File: config.mk
export PLATFORM = sky130hd
export DESIGN_NAME = or1200_sstk_spill
export DESIGN_NICKNAME = d
export VERILOG_FILES = /design/src/rtl/or1200_sstk_pkg.sv /design/src/rtl/or1200_sstk_buf.sv /design/src/rtl/or1200_sstk_spill.sv
export SDC_FILE = /design/constraint.sdc
export NUM_CORES = 1
export LEC_CHECK = 0
export BUFFER_PORTS_ARGS = -buffer_cell sky130_fd_sc_hd__buf_2
export CAP_MARGIN = 5
export CORE_MARGIN = 4
export CORE_UTILIZATION = 30
export CTS_CLUSTER_SIZE = 30
export DETAILED_ROUTE_END_ITERATION = 8
export GPL_TIMING_DRIVEN = 0
export REMOVE_ABC_BUFFERS = 1
export SYNTH_ARGS = -nofsm -noshare
export SYNTH_HDL_FRONTEND = slang
export SYNTH_SLANG_ARGS = --single-unit
File: constraint.sdc
create_clock -name clk -period 6.1 [get_ports clk]
set_input_delay 1.83 -clock clk [delete_from_list [all_inputs] [get_ports clk]]
set_output_delay 1.83 -clock clk [all_outputs]
set_load 0.1 [all_outputs]
File: src/rtl/or1200_sstk_pkg.sv
// Shared definitions for the OR1200 return-address shadow stack.
// Contains the FSM encoding, the spill word stride, the default spill base and the pointer-width helper.
package or1200_sstk_pkg;

    localparam logic [1:0] ST_IDLE  = 2'd0;
    localparam logic [1:0] ST_SPILL = 2'd1;
    localparam logic [1:0] ST_FILL  = 2'd2;

    localparam logic [31:0] WORD_STRIDE     = 32'd4;
    localparam logic [31:0] SSTK_SPILL_BASE = 32'h0000_F000;

    function automatic int sstk_ptr_w(input int depth);
        return (depth > 1) ? $clog2(depth) : 1;
    endfunction

endpackage

File: src/rtl/or1200_sstk_buf.sv
// On-chip shadow-stack storage: DEPTH x 32 register file.
// One synchronous write port and one combinational read port; the contents are not reset.
module or1200_sstk_buf
    import or1200_sstk_pkg::*;
#(
    parameter int DEPTH = 16,
    parameter int PW    = sstk_ptr_w(DEPTH)
) (
    input  logic          clk,
    input  logic          we,
    input  logic [PW-1:0] waddr,
    input  logic [31:0]   wdata,
    input  logic [PW-1:0] raddr,
    output logic [31:0]   rdata
);

    logic [31:0] mem [DEPTH];

    always_ff @(posedge clk) begin
        if (we) mem[waddr] <= wdata;
    end

    assign rdata = mem[raddr];

endmodule

File: src/rtl/or1200_sstk_spill.sv
// Return-address shadow stack with a circular on-chip buffer that spills to and fills from memory over Wishbone.
// Optional build macro OR1200_SSTK_VIOL_STICKY_EN makes violation sticky until rst; otherwise it is a pulse.
//   state | meaning
//   IDLE  | accept push/pop, compare pops against the buffer
//   SPILL | write oldest entry to memory (or drop it when memory is full)
//   FILL  | read newest spilled entry back and compare it
module or1200_sstk_spill
    import or1200_sstk_pkg::*;
#(
    parameter int          DEPTH      = 16,
    parameter int          MEM_DEPTH  = 1024,
    parameter logic [31:0] SPILL_BASE = SSTK_SPILL_BASE
) (
    input  logic        clk,
    input  logic        rst,
    input  logic        push_valid,
    input  logic [31:0] push_addr,
    output logic        push_ready,
    input  logic        pop_valid,
    input  logic [31:0] pop_addr,
    output logic        pop_ready,
    output logic        chk_valid,
    output logic        chk_match,
    output logic [31:0] chk_expected,
    output logic        violation,
    output logic        ovf,
    output logic        bus_err,
    output logic        wb_cyc_o,
    output logic        wb_stb_o,
    output logic        wb_we_o,
    output logic [31:0] wb_adr_o,
    output logic [31:0] wb_dat_o,
    output logic [3:0]  wb_sel_o,
    input  logic [31:0] wb_dat_i,
    input  logic        wb_ack_i,
    input  logic        wb_err_i
);

    localparam int PW  = sstk_ptr_w(DEPTH);
    localparam int MCW = $clog2(MEM_DEPTH + 1);

    localparam logic [PW:0]    CNT_FULL = DEPTH[PW:0];
    localparam logic [PW:0]    CNT_ONE  = 1;
    localparam logic [PW-1:0]  PTR_ONE  = 1;
    localparam logic [MCW-1:0] MC_FULL  = MEM_DEPTH[MCW-1:0];
    localparam logic [MCW-1:0] MC_ONE   = 1;

    logic [1:0]     state;
    logic [PW:0]    cnt;
    logic [PW-1:0]  bot;
    logic [MCW-1:0] mcnt;
    logic [31:0]    pop_lat;

    logic [PW-1:0]  top_ptr, wr_ptr, rd_ptr;
    logic [31:0]    rd_data, mcnt_w;
    logic           full, empty, mem_full, spill_bus, fill_bus, push_fire;

    assign full      = (cnt == CNT_FULL);
    assign empty     = (cnt == '0);
    assign mem_full  = (mcnt == MC_FULL);
    assign top_ptr   = bot + cnt[PW-1:0] - PTR_ONE;
    assign wr_ptr    = bot + cnt[PW-1:0];
    assign rd_ptr    = (state == ST_SPILL) ? bot : top_ptr;

    assign push_ready = (state == ST_IDLE) && !pop_valid && !(push_valid && full);
    assign pop_ready  = (state == ST_IDLE);
    assign push_fire  = push_valid && push_ready;

    // A spill with the memory region full never touches the bus.
    assign spill_bus = (state == ST_SPILL) && !mem_full;
    assign fill_bus  = (state == ST_FILL);
    assign mcnt_w    = 32'(mcnt);

    assign wb_cyc_o = spill_bus || fill_bus;
    assign wb_stb_o = spill_bus || fill_bus;
    assign wb_we_o  = spill_bus;
    assign wb_sel_o = (spill_bus || fill_bus) ? 4'hF : 4'h0;
    assign wb_dat_o = spill_bus ? rd_data : 32'h0;
    assign wb_adr_o = spill_bus ? SPILL_BASE + mcnt_w * WORD_STRIDE :
                      fill_bus  ? SPILL_BASE + (mcnt_w - 32'd1) * WORD_STRIDE : 32'h0;

    or1200_sstk_buf #(
        .DEPTH (DEPTH),
        .PW    (PW)
    ) u_buf (
        .clk   (clk),
        .we    (push_fire),
        .waddr (wr_ptr),
        .wdata (push_addr),
        .raddr (rd_ptr),
        .rdata (rd_data)
    );

    always_ff @(posedge clk) begin
        if (rst) begin
            state        <= ST_IDLE;
            cnt          <= '0;
            bot          <= '0;
            mcnt         <= '0;
            pop_lat      <= 32'h0;
            chk_valid    <= 1'b0;
            chk_match    <= 1'b0;
            chk_expected <= 32'h0;
            ovf          <= 1'b0;
            bus_err      <= 1'b0;
        end else begin
            chk_valid <= 1'b0;
            case (state)
                ST_IDLE: begin
                    if (pop_valid) begin
                        if (!empty) begin
                            cnt          <= cnt - CNT_ONE;
                            chk_valid    <= 1'b1;
                            chk_expected <= rd_data;
                            chk_match    <= (rd_data == pop_addr);
                        end else if (mcnt != '0) begin
                            pop_lat <= pop_addr;
                            state   <= ST_FILL;
                        end else begin
                            chk_valid    <= 1'b1;
                            chk_match    <= 1'b0;
                            chk_expected <= 32'h0;
                        end
                    end else if (push_valid) begin
                        if (full) state <= ST_SPILL;
                        else      cnt   <= cnt + CNT_ONE;
                    end
                end
                ST_SPILL: begin
                    if (mem_full) begin
                        bot   <= bot + PTR_ONE;
                        cnt   <= cnt - CNT_ONE;
                        ovf   <= 1'b1;
                        state <= ST_IDLE;
                    end else if (wb_ack_i) begin
                        mcnt  <= mcnt + MC_ONE;
                        bot   <= bot + PTR_ONE;
                        cnt   <= cnt - CNT_ONE;
                        state <= ST_IDLE;
                    end else if (wb_err_i) begin
                        bot     <= bot + PTR_ONE;
                        cnt     <= cnt - CNT_ONE;
                        bus_err <= 1'b1;
                        state   <= ST_IDLE;
                    end
                end
                ST_FILL: begin
                    if (wb_ack_i) begin
                        mcnt         <= mcnt - MC_ONE;
                        chk_valid    <= 1'b1;
                        chk_expected <= wb_dat_i;
                        chk_match    <= (wb_dat_i == pop_lat);
                        state        <= ST_IDLE;
                    end else if (wb_err_i) begin
                        mcnt         <= mcnt - MC_ONE;
                        bus_err      <= 1'b1;
                        chk_valid    <= 1'b1;
                        chk_match    <= 1'b0;
                        chk_expected <= 32'h0;
                        state        <= ST_IDLE;
                    end
                end
                default: state <= ST_IDLE;
            endcase
        end
    end

`ifdef OR1200_SSTK_VIOL_STICKY_EN
    logic viol_q;

    always_ff @(posedge clk) begin
        if (rst)                        viol_q <= 1'b0;
        else if (chk_valid && !chk_match) viol_q <= 1'b1;
    end

    assign violation = viol_q || (chk_valid && !chk_match);
`else
    assign violation = chk_valid && !chk_match;
`endif

endmodule

Word level (Yosys, flattened, before mapping)
Memory sizes are Yosys's and may differ from the RTL's.
Cells that the tools add are included.
W data, S select, Z words.
{"block": "op_classes", "n_addsub": 10, "multipliers": 0, "div": 0, "magnitude_cmp": 0, "n_eq_ne": 18, "shifts": 0, "muxes": 54, "bitwise": 0, "n_reduce_logical": 26}
{"op": "$mux W32", "count": 8}
{"op": "$eq A32 B32 Y1", "count": 2}
{"op": "$pmux W32 S2", "count": 1}
{"op": "$mux W11", "count": 4}
{"op": "$mux W5", "count": 7}
{"op": "$pmux W11 S2", "count": 1}
{"op": "$mux W4", "count": 5}
{"op": "$add A17 B14 Y18 const A", "count": 1}
{"op": "$add A16 B13 Y17 const A", "count": 1}
{"op": "$mux W2", "count": 8}
{"op": "$reduce_and A4 Y1", "count": 4}
{"op": "$mux W1", "count": 15}
{"op": "$ne A3 B3 Y1 const B", "count": 5}
{"op": "$sub A11 B1 Y12 const B", "count": 1}
{"op": "$add A11 B1 Y11 const B", "count": 1}
{"op": "$eq A11 B11 Y1 const B", "count": 1}
{"op": "$reduce_bool A11 Y1", "count": 1}
{"op": "$sub A11 B1 Y11 const B", "count": 1}
{"op": "$pmux W5 S2", "count": 1}
{"op": "$ne A3 B2 Y1 const B", "count": 3}
{"op": "$logic_and A1 B1 Y1", "count": 6}
{"op": "$ne A2 B2 Y1 const B", "count": 3}
{"op": "$pmux W1 S2", "count": 3}
{"op": "$pmux W2 S3", "count": 1}
{"op": "17 further kinds", "count": 24}
{"block": "totals", "register_bits": 90, "latch_bits": 0, "ram_bits": 512, "mem_bits_ro": 0, "input_bits": 102, "output_inout_bits": 110, "word_cells": 119, "mem_count": 1}
{"memory": "u_buf.mem", "depth": 16, "width": 32, "rd": 1, "rd_clocked_by_memory_dff": 0, "wr": 1, "line_no": "or1200_sstk_buf.sv:17", "source": "logic [31:0] mem [DEPTH];"}

Longest topological paths before layout
Gate-level depths: netlist of the first run.
An unclocked memory read counts as a cell.
{"block": "logic_depth", "ltp_word": 8, "mapped_depth": 16}

By module
Synthesis of the first run repeated with hierarchy kept, for this count alone.
{"block": "unflattened", "hier_cells": 1574, "hier_area_um2": 25216.7}
{"module": "or1200_sstk_buf", "n_inst": 1, "cells_each": 806, "area_per_inst_um2": 19194.7, "seq_area_each_um2": 15374.7}
{"module": "or1200_sstk_spill", "n_inst": 1, "cells_each": 768, "area_per_inst_um2": 6022.0, "seq_area_each_um2": 1801.7}

Least setup slack after synthesis of the first run
No wires, ideal clock.
{"block": "synth_path", "path_kind": "register to output", "from": "register mcnt[0]", "to": "output wb_adr_o[6]", "arrival_time_ns": 4.934, "setup_slack_ns": -0.664, "stages_incl_launch_ff": 11, "path_cell_list": "dfxtp_1 inv_1 ha_1 nand3_1 or3_1 nor3_1 nand2_1 nand2_1 clkbuf_1 nand3_1 o41ai_1"}
{"block": "synth_between", "elab_chain_len": 4}
{"element": "start, declared", "line_no": "or1200_sstk_spill.sv:51", "source": "logic [MCW-1:0] mcnt;"}
{"element": "start signal, assigned", "line_no": "or1200_sstk_spill.sv:136", "source": "mcnt <= mcnt + MC_ONE;"}
{"element": "start signal, assigned", "line_no": "or1200_sstk_spill.sv:149", "source": "mcnt <= mcnt - MC_ONE;"}
{"element": "start signal, assigned", "line_no": "or1200_sstk_spill.sv:155", "source": "mcnt <= mcnt - MC_ONE;"}
{"element": "$sub A11 B1 Y12 or $eq A11 B11 Y1 (tied branches)", "line_no": "or1200_sstk_spill.sv:80, or1200_sstk_spill.sv:60"}
{"element": "$add A17 B14 Y18 or $logic_not A1 Y1 (tied branches)", "line_no": "or1200_sstk_spill.sv:80, or1200_sstk_spill.sv:70"}
{"element": "$mux W32 or $logic_and A1 B1 Y1 (tied branches)", "line_no": "or1200_sstk_spill.sv:80, or1200_sstk_spill.sv:70"}
{"element": "$mux W32 (*)", "line_no": "or1200_sstk_spill.sv:79", "source": "assign wb_adr_o = spill_bus ? SPILL_BASE + mcnt_w * WORD_STRIDE :"}
{"element": "end, declared", "line_no": "or1200_sstk_spill.sv:31", "source": "output logic [31:0] wb_adr_o,"}
Mark *: on every way between the ends. The rest lies on a longest branch, timed or not.

Worst setup path after layout of the first run
{"block": "layout_path", "from": "register bot[0]", "to": "output wb_dat_o[27]"}
{"block": "layout_between", "elab_chain_len": 5}
{"element": "start, declared", "line_no": "or1200_sstk_spill.sv:50", "source": "logic [PW-1:0] bot;"}
{"element": "start signal, assigned", "line_no": "or1200_sstk_spill.sv:131", "source": "bot <= bot + PTR_ONE;"}
{"element": "start signal, assigned", "line_no": "or1200_sstk_spill.sv:137", "source": "bot <= bot + PTR_ONE;"}
{"element": "start signal, assigned", "line_no": "or1200_sstk_spill.sv:141", "source": "bot <= bot + PTR_ONE;"}
{"element": "$add A4 B4 Y4", "line_no": "or1200_sstk_spill.sv:61", "source": "assign top_ptr = bot + cnt[PW-1:0] - PTR_ONE;"}
{"element": "$sub A4 B1 Y4", "line_no": "or1200_sstk_spill.sv:61"}
{"element": "$mux W4 (*)", "line_no": "or1200_sstk_spill.sv:63", "source": "assign rd_ptr = (state == ST_SPILL) ? bot : top_ptr;"}
{"element": "$mem_v2 Z16 W32 (*)"}
{"element": "$mux W32 (*)", "line_no": "or1200_sstk_spill.sv:78", "source": "assign wb_dat_o = spill_bus ? rd_data : 32'h0;"}
{"element": "end, declared", "line_no": "or1200_sstk_spill.sv:32", "source": "output logic [31:0] wb_dat_o,"}
Marked as above.

==> results.tsv, run 1 <==
metric	value	unit
port bufs	194	
Setup crit start kind	register	
Cell Area, Synth	25900	µm²
Fin. Hold Viols	0	
antenna violations before repair	18	
number of global-route vias before repair	16300	
wire per inst	26.2	µm
area occupied by multi-input gates	8690	µm²
IO Pins	212	
Commonest cells post-synth	edfxtp_1 (512), nor2_1 (201), mux4_2 (128)	
layout cell share with drive strength beyond 1	0.292	
library cells used by synthesis	56	
Fmax	165	MHz
Synth Area per Inst	15.1	µm²
endpoint class of the critical path	output pin	
kind of critical path	reg -> out	
GPL Wtd Cong	0.793	
Synth top area share	0.594	
Total Wirelength	82400	µm
CTS buffer count	57	
Fillers	7904	
worst rel slew slack	-0.0266	
top post-synthesis cells by area	edfxtp_1 (59%), mux4_2 (11%), dfxtp_1 (7.0%)	
clk slew on worst S/H paths	0.07	ns
drt pass-1 iters	5	
drt via density	5.29	
Setup TNS	0	ns
failing checks	capacitance limit, slew limit	
die area	91100	µm²
CTS root buffer	clkbuf_16	
die height	302	µm
first-pass GRT wire length	114000	µm
drt initial violations	1794	
CTS max path bufs	3	
maximum fanout along the worst path	15	
GRT overflow	0	
final setup vio count	0	
Mapped Cells	1717	
Detail Route Antenna Nets	0	
CP Data Required Time	4.27	ns
CTS tree	yes	
Yosys warning count	0	
Slew Limit Fails	2	
clk_lat worst skew	0.64	ns
EDFF count, synth	512	
Initial Utilization	0.303	
Max Clock Skew	0.0224	ns
Rows	107	
drc violations	0	
largest net degree at the start of global routing	59	
hpwl dp	52300	µm
flops & latches, synth	602	
vias post-DR	16600	
top-count cell post-synth	edfxtp_1	
Total Routing Usage GR	0.173	
H-tree depth	2	
Worst Tran Pin Value	1.53	ns
Synth area leader	edfxtp_1	
status	complete, but fails checks	
HP Class	reg -> reg	
Die Span X	302	µm
net count reported at finish	2075	
Final Critical Period	6.04	ns
async set or reset register ratio after synthesis	0	
ys flop type	edfxtp_1	
WP data arrival	4.21	ns
MaxCap Viol Count	1	
period utilization	0.991	
Core ar.	85400	µm²
Register Area	17200	µm²
Seq/Total Area, Yosys	0.663	
Layout area overhead	23.8	%
# clock sinks	602	
[per-stage QoR]
stage | cells | instance area [µm²] | hold slack (ns) | utilization | setup WS [ns]
6_report | 3142 | 32100 | 0.456 | 0.375 | 0.0556
3_5_place_dp | 2986 | 29100 | 0.450 | 0.340 | -0.699
2_1_floorplan | 1602 | 25300 | 0.442 | - | -5.99
3_3_place_gp | 2940 | 27800 | 0.434 | 0.325 | -12.01
5_1_grt | 3138 | 32100 | 0.484 | 0.375 | -0.0291
4_1_cts | 3118 | 31800 | 0.459 | 0.372 | 0.0000182
[worst paths after layout]
kind          start           end  cells after the start  slack (ns)
min reg2reg     ovf           ovf                      2        0.46
max reg2reg  bot[0]     chk_match                     12        0.13
min             ovf           ovf                      2        0.46
max          bot[0]  wb_dat_o[27]                     10        0.06
[flip-flops by register name, summed over array words and instances (netlist names)]
signal,flops
bot,4
bus_err,1
chk_expected,32
chk_match,1
chk_valid,1
cnt,5
mcnt,11
ovf,1
pop_lat,32
state,2
u_buf.mem,512
[cell usage in the layout (no fill, tap or decap), types with 22 or more instances in the layout]
| master | netlist | routed |
|---|---|---|
| edfxtp_1 | 512 | 512 |
| nor2_1 | 201 | 180 |
| buf_2 | 27 | 165 |
| mux4_2 | 128 | 128 |
| nand2_1 | 115 | 112 |
| a21oi_1 | 90 | 90 |
| dfxtp_1 | 90 | 87 |
| xnor2_1 | 71 | 71 |
| clkbuf_16 | 0 | 63 |
| o22ai_1 | 60 | 60 |
| buf_4 | 24 | 43 |
| a211oi_1 | 31 | 31 |
| and3_1 | 30 | 30 |
| a21boi_1 | 30 | 30 |
| buf_16 | 0 | 29 |
| o21ai_0 | 25 | 25 |
| ha_1 | 26 | 25 |
| o32ai_4 | 0 | 22 |
[final cells by class]
type / count / area share
Antenna cell: 5 / 0.000390
Clock buffer: 62 / 0.0454
Clock inverter: 45 / 0.0170
Inverter: 22 / 0.00258
Multi-Input combinational cell: 984 / 0.271
Sequential cell: 602 / 0.536
Tap cell: 1144 / 0.0446
Timing Repair Buffer: 278 / 0.0831
[cell families after synthesis]
family	synth area share
other	0.000145
XOR/XNOR	0.0292
adder cells (fa/ha/maj)	0.0141
AO/OA/AOI/OAI	0.0781
flip-flops	0.663
buffers and inverters	0.0270
multiplexers	0.117
AND/OR/NAND/NOR	0.0713
[critical path, stage by stage, from the launching register on]
cell	delay [ns]
dfxtp_4	0.37
ha_1	0.22
fa_2	0.43
xor2_2	0.23
nor3_2	0.16
xor3_2	0.44
or3_4	0.65
a21boi_1	0.33
o32ai_4	0.19
nor2_1	0.12
buf_2	0.43
[timing repair]
item / in CTS / in global routing
endpoints found under the setup margin: 33 / 32
pin swaps: 16 / 8
resized for setup: 79 / 15
cloned: 6 / 8
hold buffers: 0 / 0
setup buffers: 20 / 11
[routing by layer]
layer,track usage,part of all wire,up-vias
li1,-,-,7083
met1,0.237,0.40,8426
met2,0.260,0.44,956
met3,0.0651,0.13,151
met4,0.0454,0.025,6
met5,0,0.0011,-
Power of run 1 is not shown: default switching activity piles up to over one toggle a cycle in this logic, so the estimate is an artifact.
==> run 2: changes to the inputs <==
--- a/config.mk
+++ b/config.mk
@@ -9,10 +9,12 @@
 export CAP_MARGIN = 5
 export CORE_MARGIN = 4
 export CORE_UTILIZATION = 30
+export CTS_BUF_LIST = sky130_fd_sc_hd__clkbuf_8
 export CTS_CLUSTER_SIZE = 30
 export DETAILED_ROUTE_END_ITERATION = 8
 export GPL_TIMING_DRIVEN = 0
 export REMOVE_ABC_BUFFERS = 1
+export SKIP_CTS_REPAIR_TIMING = 1
 export SYNTH_ARGS = -nofsm -noshare
 export SYNTH_HDL_FRONTEND = slang
 export SYNTH_SLANG_ARGS = --single-unit
==> results.tsv, run 2 (synthesis results as in run 1) <==
metric	value	unit	change
status	complete, but fails checks		
failing checks	setup timing		
Final Critical Period	6.13	ns	+0.0817 ns
hpwl dp	52300	µm	unchanged
die area	91100	µm²	unchanged
Setup crit start kind	register		
drt via density	5.27		-0.32%
clk slew on worst S/H paths	0.06	ns	about the same
Die Span X	302	µm	unchanged
Layout Cells excl Fill	3218		+2.4%
die height	302	µm	unchanged
first-pass GRT wire length	111000	µm	-3.0%
antenna violations before repair	18		unchanged
H-tree depth	3		+1
RSZ-0062 raised after global routing	true		
drt pass-1 iters	7		+2
net count reported at finish	2123		+2.3%
maximum fanout along the worst path	7		-8
Biggest register	u_buf.mem		
final setup vio count	1		+1
Fin. Hold Viols	0		unchanged
layout cell share with drive strength beyond 1	0.308		+0.0156
largest net degree at the start of global routing	60		+1.7%
Rows	107		unchanged
Worst Tran Pin Value	1.28	ns	-0.247 ns
CTS buffer count	92		+61%
largest registers	u_buf.mem x512, chk_expected x32, pop_lat x32		
HP Class	reg -> reg		
Detail Route Antenna Nets	0		unchanged
drc violations	0		unchanged
GRT overflow	0		unchanged
# clock sinks	602		unchanged
Core ar.	85400	µm²	unchanged
clk_lat worst skew	0.70	ns	+0.06 ns
Total Wirelength	82400	µm	about the same
CTS root buffer	clkbuf_8		
vias post-DR	17000		+2.1%
post-route setup slack	-0.0261	ns	-0.0817 ns
commonest non-fill, non-tap cell in the layout	edfxtp_1		
number of global-route vias before repair	16200		-0.086%
DP Worst Slack	-0.699	ns	unchanged
GPL Wtd Cong	0.793		unchanged
CTS tree	yes		
period utilization	1.00		+0.0134
CTS max path bufs	3		unchanged
commonest non-fill, non-tap cells in the layout	edfxtp_1 (512), nor2_1 (176), buf_2 (162)		
Initial Utilization	0.303		unchanged
CP Data Required Time	4.27	ns	about the same
Layout area overhead	24.1	%	
Fmax	163	MHz	-1.3%
MaxCap Viol Count	0		-1
worst rel slew slack	0.141		+0.168
Max Clock Skew	0.0289	ns	+0.00650 ns
endpoint class of the critical path	output pin		
Largest register FFs	512		unchanged
IO Pins	212		unchanged
Total Routing Usage GR	0.167		-0.00607
wire per inst	25.6	µm	-2.3%
kind of critical path	reg -> out		
drt initial violations	1944		+8.4%
R2R Setup Slk	0.45	ns	+0.32 ns
port bufs	194		unchanged
Inst Count DP	2986		unchanged
Slew Limit Fails	0		-2
WP data arrival	4.30	ns	+0.09 ns
## run 2: cell count changes in the layout (fill, tap and decap cells not counted), moves of 5 or more
cell / before / now
buf_6: 14 / 21
bufinv_16: 10 / 2
clkbuf_16: 63 / 9
clkbuf_4: 1 / 6
clkbuf_8: 1 / 107
clkinv_1: 12 / 27
clkinv_2: 8 / 13
inv_1: 21 / 40
o32ai_2: 7 / 2
o32ai_4: 22 / 27
## run 2: cell type report
type,instances,area (µm²)
fill,7905,53300
tap,1144,1430
antenna,3,7.51
multi-input combinational,984,8810
inverter,22,82.6
clock inverter,65,352
clock buffer,107,1470
sequential,602,17200
timing repair buffer,291,2820
## run 2: layer usage
layer,part of all wire,GRT usage,up-vias
met4,0.023,0.0394,8
met2,0.44,0.250,1051
met1,0.41,0.230,8579
li1,-,-,7183
met5,0.0057,0.0344,-
met3,0.12,0.0597,149
## run 2: worst paths after layout
path / from / endpoint / cells past startpoint
worst max-delay path: bot[0] / wb_dat_o[26] / 11
worst min-delay path: ovf / ovf / 2
worst max register to register: bot[0] / chk_match / 15
worst min register to register: ovf / ovf / 2
## run 2: through the flow
stage                     hold WS [ns]   util  TNS, ns  cell area [µm²]
after global placement           0.434  0.325  -857.35            27800
final                            0.455  0.377  -0.0261            32200
after detailed placement         0.450  0.340   -10.92            29100
after floorplan                  0.442      -  -318.27            25300
after global routing             0.483  0.376   -0.851            32200
after CTS                        0.458  0.362   -36.56            30900
## run 2: critical path: stages (launching register included)
cell	delay [ns]
dfxtp_4	0.37
ha_2	0.19
fa_2	0.40
xor2_2	0.29
nor3_4	0.06
xor3_4	0.57
buf_4	0.21
or3_2	0.57
a21boi_1	0.33
o32ai_4	0.18
nor2_1	0.19
buf_6	0.25
Power of run 2 is left out for the same reason.
